**src/rtl/cog_vid_fifo.sv**
```systemverilog
// rtl/cog_vid_fifo.sv - pixel/colour long-pair FIFO with fall-through head register feeding the cog video shifter
// Optional underrun event counter: define COG_VID_FIFO_STATS_EN.
module cog_vid_fifo #(
    parameter int DEPTH = 4,
    parameter int AW    = 2
) (
    input  logic          clk_cog,
    input  logic          nres,
    input  logic          push,
    input  logic [31:0]   pixel_in,
    input  logic [31:0]   color_in,
    input  logic          ack,
    input  logic          clr_flags,
    output logic [31:0]   pixel,
    output logic [31:0]   color,
    output logic          head_valid,
    output logic          full,
    output logic          empty,
    output logic [AW:0]   count,
    output logic          underrun,
    output logic          overflow
`ifdef COG_VID_FIFO_STATS_EN
    ,
    output logic [15:0]   underrun_cnt
`endif
);

    localparam logic [AW:0] FULL_CNT = (AW+1)'(DEPTH);

    logic [63:0]   mem [DEPTH];
    logic [AW-1:0] wr_ptr;
    logic [AW-1:0] rd_ptr;
    logic          ack_q;

    logic          ack_rise;
    logic          cnt_nz;
    logic          pop_ram;
    logic          bypass;
    logic          ram_write;
    logic          overflow_evt;
    logic          underrun_evt;
    logic [63:0]   ram_head;

    // The head register refills whenever it is empty or being consumed; the RAM
    // has priority so ordering is kept, otherwise a push with nothing stored
    // goes straight into the head.
    always_comb begin
        ack_rise     = ack & ~ack_q;
        cnt_nz       = (count != '0);
        pop_ram      = cnt_nz & (~head_valid | ack_rise);
        bypass       = push & ~cnt_nz & (~head_valid | ack_rise);
        ram_write    = push & ~bypass & ((count != FULL_CNT) | pop_ram);
        overflow_evt = push & ~bypass & (count == FULL_CNT) & ~pop_ram;
        underrun_evt = ack_rise & ~head_valid;
        ram_head     = mem[rd_ptr];
    end

    assign full  = (count == FULL_CNT);
    assign empty = (count == '0) & ~head_valid;

    // Storage is deliberately left out of reset.
    always_ff @(posedge clk_cog) begin
        if (ram_write) begin
            mem[wr_ptr] <= {pixel_in, color_in};
        end
    end

    always_ff @(posedge clk_cog or negedge nres) begin
        if (!nres) begin
            wr_ptr <= '0;
            rd_ptr <= '0;
            count  <= '0;
            ack_q  <= 1'b0;
        end else begin
            ack_q <= ack;
            if (ram_write) begin
                wr_ptr <= wr_ptr + AW'(1);
            end
            if (pop_ram) begin
                rd_ptr <= rd_ptr + AW'(1);
            end
            case ({ram_write, pop_ram})
                2'b10:   count <= count + (AW+1)'(1);
                2'b01:   count <= count - (AW+1)'(1);
                default: count <= count;
            endcase
        end
    end

    // When the head drains without a refill, pixel/color hold so the shifter repeats.
    always_ff @(posedge clk_cog or negedge nres) begin
        if (!nres) begin
            pixel      <= '0;
            color      <= '0;
            head_valid <= 1'b0;
        end else if (pop_ram) begin
            pixel      <= ram_head[63:32];
            color      <= ram_head[31:0];
            head_valid <= 1'b1;
        end else if (bypass) begin
            pixel      <= pixel_in;
            color      <= color_in;
            head_valid <= 1'b1;
        end else if (ack_rise) begin
            head_valid <= 1'b0;
        end
    end

    always_ff @(posedge clk_cog or negedge nres) begin
        if (!nres) begin
            underrun <= 1'b0;
            overflow <= 1'b0;
        end else begin
            if (underrun_evt) begin
                underrun <= 1'b1;
            end else if (clr_flags) begin
                underrun <= 1'b0;
            end
            if (overflow_evt) begin
                overflow <= 1'b1;
            end else if (clr_flags) begin
                overflow <= 1'b0;
            end
        end
    end

`ifdef COG_VID_FIFO_STATS_EN
    // Unlike the sticky flags, a clear beats a coincident increment here.
    always_ff @(posedge clk_cog or negedge nres) begin
        if (!nres) begin
            underrun_cnt <= '0;
        end else if (clr_flags) begin
            underrun_cnt <= '0;
        end else if (underrun_evt && (underrun_cnt != 16'hFFFF)) begin
            underrun_cnt <= underrun_cnt + 16'd1;
        end
    end
`endif

endmodule
```
**config.mk**
```make
export PLATFORM = sky130hd
export DESIGN_NAME = cog_vid_fifo
export DESIGN_NICKNAME = d
export VERILOG_FILES = /design/src/rtl/cog_vid_fifo.sv
export SDC_FILE = /design/constraint.sdc
export NUM_CORES = 1
export LEC_CHECK = 0
export ABC_CLOCK_PERIOD_IN_PS = 3400
export CAP_MARGIN = 20
export CELL_PAD_IN_SITES_DETAIL_PLACEMENT = 0
export CELL_PAD_IN_SITES_GLOBAL_PLACEMENT = 2
export CORE_MARGIN = 1.5
export CORE_UTILIZATION = 43
export CTS_CLUSTER_DIAMETER = 40
export CTS_CLUSTER_SIZE = 12
export DETAILED_ROUTE_END_ITERATION = 8
export PLACE_DENSITY = 0.79
export SYNTH_ARGS = -nofsm -noshare
export SYNTH_HDL_FRONTEND = slang
export SYNTH_SLANG_ARGS = --single-unit
```
**constraint.sdc**
```tcl
create_clock -name clk_cog -period 3.4 [get_ports clk_cog]
set_input_delay 0.68 -clock clk_cog [delete_from_list [all_inputs] [get_ports clk_cog]]
set_output_delay 0.68 -clock clk_cog [all_outputs]
set_load 0.01 [all_outputs]
```
==> metrics <==
power per standard cell area=~900 mW/mm^2; Synth Warn #=0; Int Pwr=10,400 uW; Design Area, Final=0.0159 sq mm; H-tree depth=2; sequential power share=42.1%; total of max-cap violations=0; first-pass GRT wire length=41.4 mm; gr usage total=17.6%; drt pass-1 iters=5; Area Overhead vs Synth=25.5%; Tcrit/Tclk final=82.0%; Max clock buf depth=3; Die Span Y=175 microns; VDD IR max=between 0.0004 and 0.0005 V; pin count of the biggest net entering global routing=66; post-synth top area cell=edfxtp_1; Setup TNS=0 ns; die area=0.0305 sq mm; Post-synth EDFFs=256; Slew HR=34.2%; syn nets=between 600 and 700; CTS tree=done; Resized Gates After CTS=0; CTS Sinks=331; R2R depth=6; RSZ-0062 raised after global routing=false; post-DP HPWL=15.4 mm; CP Launch Type=flop; status=complete, no violations; vias=6,720; final net count=between 800 and 900; R2R Setup Slk=about 1.1 ns; Fillers=approximately 2,200; Clock Skew=0.0279 ns; Achievable Freq=359 MHz; Yosys cell types=39; CP Class=flop to output port; Post-Syn Instances=623; crit path max fanout=9; metal3 WL=between 1.5 and 2 mm; TritonCTS Buffers=42; Antenna Violating Nets Remaining=0; min-delay worst type=input pin to async pin; RePlAce Congestion=0.808; Worst EP arrival=2.11 ns; Root Driver=clkbuf_16; Yosys top cell area share=60.8%; I/O Pins=141; Core ar.=0.0289 sq mm; vias in the first global route=approximately 7,200; Max Slew Vio Count=0; hold_buf cts=0; switching power=4260 uW; Overflow after GRT=0; Buffers on Ports=140; Final Hold Fails=0; Main synth FF type=edfxtp_1; wl on met1=11.6 mm; Post-Syn Area=0.0126 sq mm; RR Endpoint=pixel[10]$_DFFE_PN0P_; sequential area share after synthesis=75.6%; antenna violations before repair=1; Die W=175 microns; reg2reg start=count[1]$_DFFE_PN0P_; wirelength, routed=about 26 mm; fraction of power spent switching nets=29.1%; Crit path required time=2.72 ns; Leak=0.00541 uW; number of remaining DRC errors=0; Top Layer Used=met4; Area contributors post-synth=edfxtp_1 (61%), dfrtp_1 (15%), mux4_2 (11%); Iter 0 DRT Violations=497; Post-CTS Setup Repair Bufs=0; synthesized area per cell=20.3 sq um; Yosys reg bits=331; Comb pwr share=28.9%; # rows=62; met2 WL=12.4 mm; post-layout min period=2.79 ns; Starting Density=43.8%; clock power share=28.9%; worst slew pin tran=0.986 ns; post-synthesis async set-or-reset flop share=22.7%; WL/cell=21.7 microns; clock slew at reported path FFs=approximately 0.060 ns; Clock Latency Late Sink=approximately 0.54 ns; share of cells above drive strength 1=between 20% and 30%; Vias/cell=5.60; CP Capture Type=output port; Setup-failing EPs final=0; Post-DP Area=0.0145 sq mm
==> cells by family (layout without fill, tap and decap cells) <==
family	count (synthesis)	count (layout)	share of synthesized area, %
fa+ha+maj	5	5	0.554
compound gates	140	140	8.36
mux	66	66	11.6
other cells	0	1	0
xor+xnor	5	5	0.346
flops	331	331	75.6
buf+inv	52	244	2.35
simple gates	24	24	1.19
==> layer usage <==
metal | GRT usage (%) | up-vias
met5 | 0 | -
met4 | 5.77 | 0
met3 | 3.02 | 45
met2 | 28.0 | 235
met1 | 25.0 | 3497
li1 | - | 2943
==> layout make-up <==
| class | count | area, sq um | share of cell area, % |
|---|---|---|---|
| Clock inverter | 21 | 231 | 1.46 |
| Clock buffer | 56 | 1130 | 7.15 |
| Antenna cell | 1 | 2.50 | 0.0158 |
| Timing Repair Buffer | 159 | 1600 | 10.1 |
| Multi-Input combinational cell | 240 | 2820 | 17.8 |
| Tap cell | 384 | 480 | 3.03 |
| Sequential cell | 331 | 9570 | 60.3 |
| Inverter | 8 | 30.0 | 0.189 |
==> cell usage after synthesis (4+ instances only) <==
cell type,count
a2bb2oi_1,64
and3_1,4
buf_2,21
buf_6,9
clkbuf_1,11
dfrtp_1,75
edfxtp_1,256
ha_1,4
inv_1,7
mux4_2,64
nand2_1,6
o22ai_1,64
==> sequential cells by signal (all words and copies together), names as in the netlist <==
name and cells:
pixel 32, underrun 1, overflow 1, count 3, ack_q 1, mem 256
head_valid 1, wr_ptr 2, rd_ptr 2, color 32
==> how the worst max path moves through the flow <==
| stage | startpoint | endpoint | cells past startpoint |
|---|---|---|---|
| floorplan | ack | mem[0][0]$_DFFE_PP_ | 4 |
| global placement | ack | mem[2][31]$_DFFE_PP_ | 6 |
| detailed placement | ack | mem[2][31]$_DFFE_PP_ | 6 |
| CTS | count[1]$_DFFE_PN0P_ | empty | 3 |
| global route | count[1]$_DFFE_PN0P_ | empty | 3 |
| finish | count[1]$_DFFE_PN0P_ | empty | 3 |
==> power groups by stage <==
stage / clock [uW] / combinational (uW) / sequential, uW
5_1_grt: 4490 / 4560 / 6310
6_report: 4230 / 4230 / 6160
3_5_place_dp: 0 / 4250 / 6250
2_1_floorplan: 0 / 2720 / 6050
3_3_place_gp: 0 / 4230 / 6200
4_1_cts: 4320 / 4290 / 6190
==> through the flow <==
step                worst slack [ns]  power [uW]  cells  hold slack (ns)  utilization [%]
finish                         0.612       14600   1200            0.280             55.0
global route                   0.521       15400   1200            0.344             55.0
CTS                            0.589       14800   1199            0.303             55.0
detailed placement             0.566       10500   1122            0.510             50.3
global placement               0.585       10400   1122            0.507             50.3
floorplan                      0.186        8770    623            0.384                -
==> critical path, cell delays in order (launching register included) <==
cell,delay (ns)
dfrtp_1,0.49
or3_4,0.45
nor2_1,0.10
clkdlybuf4s50_1,0.55
==> cell usage in the layout (no fill, tap or decap), types with 5 or more instances in the layout <==
master | netlist | routed
a2bb2oi_1 | 64 | 64
buf_12 | 0 | 5
buf_4 | 2 | 15
clkbuf_1 | 11 | 12
clkbuf_16 | 0 | 43
clkdlybuf4s50_1 | 0 | 139
dfrtp_1 | 75 | 73
edfxtp_1 | 256 | 256
inv_1 | 7 | 7
mux4_2 | 64 | 64
o22ai_1 | 64 | 64
No activity file was read; power rests on OpenSTA's default activity.
